--- src/rtl/cla_multiword_seq.sv ---
// Multi-word add sequencer: one WIDTH-bit carry-lookahead adder reused across WORDS words, LSW first.
// Optional subtract mode via `define CLA_SEQ_SUB_EN (adds in_sub port); default build is add only.

module cla_generator #(
  parameter int WIDTH = 32
) (
  input  logic [WIDTH-1:0] in_a,
  input  logic [WIDTH-1:0] in_b,
  input  logic             in_carry,
  output logic [WIDTH-1:0] sum,
  output logic             carry
);
  localparam int LEVELS = (WIDTH > 1) ? $clog2(WIDTH) : 1;

  logic [WIDTH-1:0] g, p, gg, pp, ng, np, c;

  // Kogge-Stone prefix: gg[i]/pp[i] become group generate/propagate over bits [i:0].
  always_comb begin
    g  = in_a & in_b;
    p  = in_a ^ in_b;
    gg = g;
    pp = p;
    ng = g;
    np = p;
    for (int lvl = 0; lvl < LEVELS; lvl++) begin
      ng = gg;
      np = pp;
      for (int i = 0; i < WIDTH; i++) begin
        if (i >= (1 << lvl)) begin
          ng[i] = gg[i] | (pp[i] & gg[i - (1 << lvl)]);
          np[i] = pp[i] & pp[i - (1 << lvl)];
        end
      end
      gg = ng;
      pp = np;
    end
    c    = '0;
    c[0] = in_carry;
    for (int i = 1; i < WIDTH; i++) begin
      c[i] = gg[i-1] | (pp[i-1] & in_carry);
    end
    sum   = p ^ c;
    carry = gg[WIDTH-1] | (pp[WIDTH-1] & in_carry);
  end
endmodule

module cla_multiword_seq #(
  parameter int WIDTH = 32,
  parameter int WORDS = 4
) (
  input  logic                   clk,
  input  logic                   rst_n,
  input  logic                   in_valid,
  output logic                   in_ready,
  input  logic [WIDTH*WORDS-1:0] in_a,
  input  logic [WIDTH*WORDS-1:0] in_b,
  input  logic                   in_carry,
`ifdef CLA_SEQ_SUB_EN
  input  logic                   in_sub,
`endif
  output logic                   out_valid,
  input  logic                   out_ready,
  output logic [WIDTH*WORDS-1:0] out_sum,
  output logic                   out_carry,
  output logic                   busy,
  output logic [1:0]             dbg_state_o
);
  localparam int TW = WIDTH * WORDS;
  localparam int IW = $clog2(WORDS);
  localparam logic [IW-1:0] LAST_IDX = IW'(WORDS - 1);

  typedef enum logic [1:0] {
    S_IDLE = 2'd0,
    S_ADD  = 2'd1,
    S_DONE = 2'd2
  } state_e;

  // Handshakes: a transfer happens on a rising edge where valid && ready;
  // valid never depends on ready, and in_valid is ignored while in_ready is low.

  state_e         state_q, state_d;
  logic [TW-1:0]  a_q, a_d, b_q, b_d;
  logic           carry_q, carry_d;
  logic [IW-1:0]  idx_q, idx_d;
  logic [TW-1:0]  out_sum_q, out_sum_d;
  logic           out_carry_q, out_carry_d;

  logic [WIDTH-1:0] cla_a, cla_b, cla_sum;
  logic             cla_carry;
  logic             sub_sel;

`ifdef CLA_SEQ_SUB_EN
  assign sub_sel = in_sub;
`else
  assign sub_sel = 1'b0;
`endif

  assign cla_a = a_q[idx_q*WIDTH +: WIDTH];
  assign cla_b = b_q[idx_q*WIDTH +: WIDTH];

  cla_generator #(.WIDTH(WIDTH)) u_cla (
    .in_a     (cla_a),
    .in_b     (cla_b),
    .in_carry (carry_q),
    .sum      (cla_sum),
    .carry    (cla_carry)
  );

  always_ff @(posedge clk or negedge rst_n) begin
    if (!rst_n) begin
      state_q     <= S_IDLE;
      a_q         <= '0;
      b_q         <= '0;
      carry_q     <= 1'b0;
      idx_q       <= '0;
      out_sum_q   <= '0;
      out_carry_q <= 1'b0;
    end else begin
      state_q     <= state_d;
      a_q         <= a_d;
      b_q         <= b_d;
      carry_q     <= carry_d;
      idx_q       <= idx_d;
      out_sum_q   <= out_sum_d;
      out_carry_q <= out_carry_d;
    end
  end

  always_comb begin
    state_d     = state_q;
    a_d         = a_q;
    b_d         = b_q;
    carry_d     = carry_q;
    idx_d       = idx_q;
    out_sum_d   = out_sum_q;
    out_carry_d = out_carry_q;
    case (state_q)
      S_IDLE: begin
        if (in_valid) begin
          // Subtraction stored as A + ~B + ~cin so the datapath stays add-only.
          a_d     = in_a;
          b_d     = sub_sel ? ~in_b : in_b;
          carry_d = sub_sel ? ~in_carry : in_carry;
          idx_d   = '0;
          state_d = S_ADD;
        end
      end
      S_ADD: begin
        out_sum_d[idx_q*WIDTH +: WIDTH] = cla_sum;
        carry_d = cla_carry;
        idx_d   = idx_q + 1'b1;
        if (idx_q == LAST_IDX) begin
          out_carry_d = cla_carry;
          state_d     = S_DONE;
        end
      end
      S_DONE: begin
        if (out_ready) state_d = S_IDLE;
      end
      default: state_d = S_IDLE;
    endcase
  end

  assign in_ready    = (state_q == S_IDLE);
  assign out_valid   = (state_q == S_DONE);
  assign busy        = (state_q != S_IDLE);
  assign out_sum     = out_sum_q;
  assign out_carry   = out_carry_q;
  assign dbg_state_o = state_q;
endmodule
--- config.mk ---
export PLATFORM = sky130hd
export DESIGN_NAME = cla_multiword_seq
export DESIGN_NICKNAME = d
export VERILOG_FILES = /design/src/rtl/cla_multiword_seq.sv
export SDC_FILE = /design/constraint.sdc
export NUM_CORES = 1
export LEC_CHECK = 0
export CAP_MARGIN = 25
export CORE_ASPECT_RATIO = 1.2
export CORE_MARGIN = 8
export CORE_UTILIZATION = 52
export CTS_BUF_LIST = sky130_fd_sc_hd__clkbuf_8 sky130_fd_sc_hd__clkbuf_16
export DETAILED_ROUTE_END_ITERATION = 10
export PLACE_DENSITY = 0.81
export SLEW_MARGIN = 20
export SYNTH_ARGS = -nofsm -noshare
export SYNTH_HDL_FRONTEND = slang
export SYNTH_HIERARCHICAL = 1
export SYNTH_SLANG_ARGS = --single-unit
export TNS_END_PERCENT = 1
--- constraint.sdc ---
create_clock -name clk -period 4.1 [get_ports clk]
set_clock_uncertainty 0.2 [all_clocks]
set_input_delay 0.82 -clock clk [delete_from_list [all_inputs] [get_ports clk]]
set_output_delay 0.82 -clock clk [all_outputs]
set_load 0.005 [all_outputs]
==> results of run 1 <==
## critical path: stages (launching register included)
cell and delay (ns):
dfrtp_4 0.48, buf_4 0.16, buf_12 0.15, buf_4 0.19
mux4_2 0.55, ha_2 0.39, and2_2 0.23, a221o_1 0.38
o221ai_1 0.22, nand3_1 0.10, a31o_2 0.23, o311ai_1 0.10
buf_4 0.20, nand2_1 0.05, o21ai_0 0.16
## registers in the layout (all words and copies together), names as in the netlist
signal,flops
out_sum,128
out_carry,1
dbg_state_o,2
a_q,128
carry_q,1
b_q,128
idx_q,2
## timing repair
| action | CTS | global route |
|---|---|---|
| buffers inserted | 2 | 1 |
| gates cloned | 0 | 0 |
| setup endpoints to repair | 1 | 16 |
| gates resized for setup | 0 | 9 |
| pin swaps | 0 | 2 |
## cells in the mapped netlist (4+ instances only)
library cell    n
buf_6          31
xnor2_1        17
inv_1          12
mux4_2         64
and3_1          4
a22o_1         94
o21bai_1        4
nor2b_1         4
mux2_2         17
nor3_1          5
nor2_1         22
a21o_1         11
nand2_1        93
nand4_1         8
o211ai_1        4
nand3_1        11
mux2_4        240
buf_2          19
o21ai_0        55
a211oi_1        4
a31oi_1         5
a21oi_1        32
buf_4           6
o21a_1          5
xor2_1         10
ha_1           37
clkbuf_1       21
nand2b_1        6
nand3b_1        4
dfrtp_1       390
## report_power, final
part           internal [uW]  leakage [uW]  switching [uW]
Sequential              5560       0.00486            1170
Clock                   2140      0.000669            1500
Combinational           7650       0.00538            8170
## metrics by stage
step / utilization / power (uW) / setup WS [ns]
2_1_floorplan: - / 16800 / 0.3766
3_3_place_gp: 0.6532 / 21730 / -0.04239
3_5_place_dp: 0.6532 / 22070 / 0.03523
4_1_cts: 0.6905 / 25860 / 0.1209
5_1_grt: 0.6926 / 27710 / -0.02717
6_report: 0.6926 / 26210 / 0.2201
## final timing paths
check,startpoint,to,depth (start not counted)
worst min register to register,out_sum[35],out_sum[35],2
worst max-delay path,idx_q[0],out_sum[61],14
worst min-delay path,rst_n,a_q[2],1
worst max register to register,idx_q[0],out_sum[61],14
min in group clk,out_sum[35],out_sum[35],2
max in group asynchronous,rst_n,out_sum[89],2
## logic make-up after synthesis
group           Yosys count  synth area share
compound gates          228           0.08807
xor+xnor                 27           0.01248
fa+ha+maj                38           0.02548
buf+inv                  94           0.03446
flops                   390            0.5149
mux                     323            0.2773
simple gates            178           0.04727
## per-layer routing
metal | global-route usage | routed length, um | vias up
met3 | 0.05232 | 3553 | 104
met5 | 0 | 57 | -
met4 | 0.09920 | 1752 | 10
met1 | 0.3268 | 22470 | 6374
li1 | - | - | 5553
met2 | 0.3988 | 26110 | 501
## cell type report
class,instances,area share
Inverter,12,0.001809
Clock buffer,52,0.04729
Tap cell,468,0.02352
Multi-Input combinational cell,794,0.3451
Clock inverter,18,0.006031
Sequential cell,390,0.3923
Timing Repair Buffer,451,0.1835
Antenna cell,5,0.0005026
==> results.yml, run 1 <==
status:
  outcome: "finished, final reports clean"
clock_network:
  cts_tree: "done"
  clock_latency_ns: 0.54
  postCtsHoldBufs: 0
  htree_levels: 2
  clk_path_buf_depth: 3
  numCtsBuffers: 38
  clkTransAtPathRegs_ns: 0.07
  cts_root_buf: "clkbuf_16"
  clock-sinks: 390
grt:
  grt_use_total: 0.2485
  overflow: 0
  grt_max_degree: 92
  grt_pass1_wl_mm: 82.79
  grt_pass1_vias: 13800
  antenna_found_initial: 10
worst_setup_path:
  arrival_ns: 4.13
  endpoint_kind: "flop"
  cp_data_required_time_ns: 4.35
  critical_path_class: "flop to flop"
  start_kind: "flop"
  reg2reg_slack_ns: 0.22
  cp_max_fo: 12
synth:
  synth_top_area_frac: 0.5149
  yosys_warnings: 6
  synth_ff_type: "dfrtp_1"
  syn_area_um2: 18950
  yosys_register_bits: 390
  syn-num-nets: 1577
  synth.distinct_cells: 64
  synthArstFlopShare: 1.000
  synth_top_area_cell: "dfrtp_1"
  synthTopCellsByArea: "dfrtp_1 51%, mux2_4 19%, mux4_2 7.6%"
  ys_seq_area_frac: 0.5149
  syn_area_per_cell_um2: 14.83
  syn_inst: 1278
  synth_edf_count: 0
worst_hold_path:
  hp-class: "primary input to asynchronous set/reset pin"
drt:
  vias_per_cell: 5.727
  wl_per_cell_um: 24.63
  firstDrtPassIters: 5
  antenna_left: 0
  drtIter0Drc: 886
  wirelength_mm: 53.94
  drc: 0
  vias: 12540
power_and_ir_drop:
  power.leakage_uw: 0.01090
  ir_drop_mv: 0.5573
  p_per_area_nw_per_um2: 1053
finish:
  areaGrowthSynthToFinish_pct: 31.36
  seqCellArea_um2: 9767
  multi_input_area_um2: 8591
  nFillCells: 2441
  mostFrequentLayoutCell: "clkdlybuf4s50_1"
  layout_common_cells: "393 x clkdlybuf4s50_1, 388 x dfrtp_1, 240 x mux2_4"
  stdcell_area_um2: 24900
  fin_cells: 2190
  nets: 1986
  drive_gt1_frac: 0.2761
floorplan:
  initial_core_util: 0.5273
  ios: 395
  coreArea_um2: 35940
  die_w_um: 190.3
  rows: 76
  die_h_um: 225.1
  dieArea_um2: 42840
sta:
  period_needed_ns: 3.880
  fmaxAchievable_mhz: 257.7
  hold_viol: 0
  fin_hold_ws_ns: 0.1263
  finalCritPeriodShare: 0.9463
  slew_viol_final: 0
  worstMarginPinSlew_ns: 0.7944
  tns_ns: 0
  slew_headroom: 0.4666
  setup_violations: 0
place:
  dpl.cell_count: 2111
  dpl_cell_area_um2: 23480
  port_buffers: 394
  place.gp.congestion: 0.9101
  dpl.hpwl_mm: 40.49
flow_run:
  drv_cap: 0
Note: power is estimated with default switching activity, not from simulation.
==> inputs of run 2 (changes only) <==
--- a/config.mk
+++ b/config.mk
@@ -7,9 +7,10 @@
 export LEC_CHECK = 0
 export CAP_MARGIN = 25
 export CORE_ASPECT_RATIO = 1.2
-export CORE_MARGIN = 8
+export CORE_MARGIN = 2
 export CORE_UTILIZATION = 52
 export CTS_BUF_LIST = sky130_fd_sc_hd__clkbuf_8 sky130_fd_sc_hd__clkbuf_16
+export CTS_CLUSTER_DIAMETER = 150
 export DETAILED_ROUTE_END_ITERATION = 10
 export PLACE_DENSITY = 0.81
 export SLEW_MARGIN = 20
==> run 2 against run 1 <==
  * Clock power hardly changed
  * Routed wire length is 3.4% lower
  * Sequential power barely moved
  * Sequential cell count unchanged
  * Design area about the same
  * Sequential share of layout area is essentially flat
==> results.yml, run 2 (same netlist as run 1, synthesis figures left out) <==
drt:
  wl_per_cell_um: 23.78
  vias: 12550
  vias_per_cell: 5.726
  drc: 0
  antenna_left: 0
  wirelength_mm: 52.11
  drtIter0Drc: 996
  firstDrtPassIters: 5
grt:
  grt_use_total: 0.2764
  grt_pass1_vias: 13330
  grt_max_degree: 112
  grt_pass1_wl_mm: 79.54
  antenna_found_initial: 10
  overflow: 0
finish:
  drive_gt1_frac: 0.2726
  nFillCells: 2466
  nets: 1989
  mostFrequentLayoutCell: "clkdlybuf4s50_1"
  areaGrowthSynthToFinish_pct: 31.27
  layout_common_cells: "393 x clkdlybuf4s50_1, 388 x dfrtp_1, 240 x mux2_4"
sta:
  slew_headroom: 0.3722
  finalCritPeriodShare: 0.9576
  setup_violations: 0
  rsz0062_at_grt: "false"
  period_needed_ns: 3.926
  fmaxAchievable_mhz: 254.7
  worstMarginPinSlew_ns: 0.9417
  hold_viol: 0
  tns_ns: 0
  slew_viol_final: 0
worst_setup_path:
  reg2reg_from: "idx_q[0]"
  ff2ff_path_depth: 12
  startpoint: "idx_q[0]"
  cp_data_required_time_ns: 4.34
  endpoint_kind: "flop"
  crit_end: "out_sum[61]"
  critical_path.cell_chain: "buf_16 -> mux4_2 -> ha_1 -> and2_2 -> a221o_1 -> o221ai_1 -> nand3_1 -> a31o_2 -> o311ai_0 -> buf_4 -> nand2_1 -> o21ai_0"
  r2r-end: "out_sum[61]"
  worstPathBufferInverterCount: 2
  slowest_delay_ns: 0.58
  arrival_ns: 4.16
  cp_top_family: "compound AO/OA/AOI/OAI gates"
  critical_path_class: "flop to flop"
  critPathSlowestCell: "mux4_2"
  start_kind: "flop"
  reg2reg_slack_ns: 0.17
  cp_max_fo: 33
  crit_cells: 12
flow_run:
  drv_cap: 0
floorplan:
  rows: 76
  die_h_um: 213.1
  die_w_um: 178.3
  ios: 395
  dieArea_um2: 38000
  initial_core_util: 0.5273
  coreArea_um2: 35940
power_and_ir_drop:
  p_comb_frac: 0.607
  power.total_uw: 26470
  switchingPower_uw: 11050
  p_clk_frac: 0.138
  p_int_uw: 15420
  power_frac_seq: 0.255
  power.leakage_uw: 0.01091
  ir_drop_mv: 0.5994
  p_per_area_nw_per_um2: 1064
  sw_frac_of_total: 0.4173
worst_hold_path:
  hp-class: "primary input to asynchronous set/reset pin"
place:
  port_buffers: 394
  dpl.hpwl_mm: 38.38
  place.gp.congestion: 0.8839
clock_network:
  cts_setup_buffers: 0
  clk_path_buf_depth: 3
  cts_root_buf: "clkbuf_16"
  cts_tree: "done"
  clkTransAtPathRegs_ns: 0.06
  htree_levels: 2
  clock_latency_ns: 0.54
  clock-sinks: 390
  numCtsBuffers: 39
status:
  outcome: "finished, final reports clean"
==> run 2: changes by cell type in the layout (fill, tap and decap cells not counted), moves of 2 or more <==
cell	delta
buf_4	+3
clkinv_2	+2
clkinv_4	-2
clkinvlp_4	-3
ha_1	+2
ha_2	-2
xnor2_1	+2
xnor2_2	-2
==> run 2: layout make-up <==
type	count	area, um2	area share
Clock inverter	17	153.9	0.006186
Tap cell	468	585.6	0.02354
Multi-Input combinational cell	794	8562	0.3441
Clock buffer	51	1164	0.04677
Sequential cell	390	9767	0.3926
Timing Repair Buffer	453	4587	0.1844
Inverter	12	45.04	0.001810
Antenna cell	6	15.01	0.0006035
==> run 2: how the worst min path moves through the flow <==
stage / endpoint / slack [ns] / cells after the start
6_report: a_q[99] / 0.15 / 1
2_1_floorplan: out_sum[100] / 0.27 / 2
5_1_grt: a_q[99] / 0.21 / 1
4_1_cts: b_q[10] / 0.21 / 1
3_5_place_dp: out_sum[44] / 0.27 / 2
3_3_place_gp: out_sum[42] / 0.26 / 2
==> run 2: worst register-to-register path: stages (launching register included) <==
cell and delay, ns:
dfrtp_4 0.51, buf_16 0.29, mux4_2 0.61, ha_1 0.44
and2_2 0.27, a221o_1 0.39, o221ai_1 0.24, nand3_1 0.12
a31o_2 0.23, o311ai_0 0.09, buf_4 0.20, nand2_1 0.06
o21ai_0 0.18
==> run 2: metrics by stage <==
step	cell area [um2]	util	hold WS, ns	worst slack [ns]	std cells
final	24880	0.6921	0.1453	0.1737	2191
after global routing	24880	0.6921	0.2115	0.01445	2191
after CTS	24840	0.6911	0.2132	0.1953	2185
after detailed placement	23520	0.6544	0.2729	0.2201	2117
after global placement	23520	0.6544	0.2624	0.2359	2117
after floorplan	18950	-	0.2733	0.3766	1278
==> run 2: power by group through the flow <==
| stage | clock network [uW] | logic, uW | registers [uW] |
|---|---|---|---|
| 5_1_grt | 3870 | 17100 | 6940 |
| 2_1_floorplan | 0 | 10500 | 6270 |
| 3_5_place_dp | 0 | 15700 | 6770 |
| 6_report | 3660 | 16100 | 6750 |
| 3_3_place_gp | 0 | 15500 | 6690 |
| 4_1_cts | 3700 | 15800 | 6750 |
==> run 2: repair_timing <==
| item | in CTS | in global routing |
|---|---|---|
| hold buffers | 0 | 0 |
| gates resized for setup | 0 | 4 |
| setup endpoints to repair | 0 | 2 |
==> run 2: routing by layer <==
metal,global-route usage,vias up,part of all wire
met4,0.08074,8,0.024
li1,-,5562,-
met2,0.4544,505,0.49
met3,0.04986,80,0.065
met1,0.3779,6390,0.42
met5,0,-,0.00098
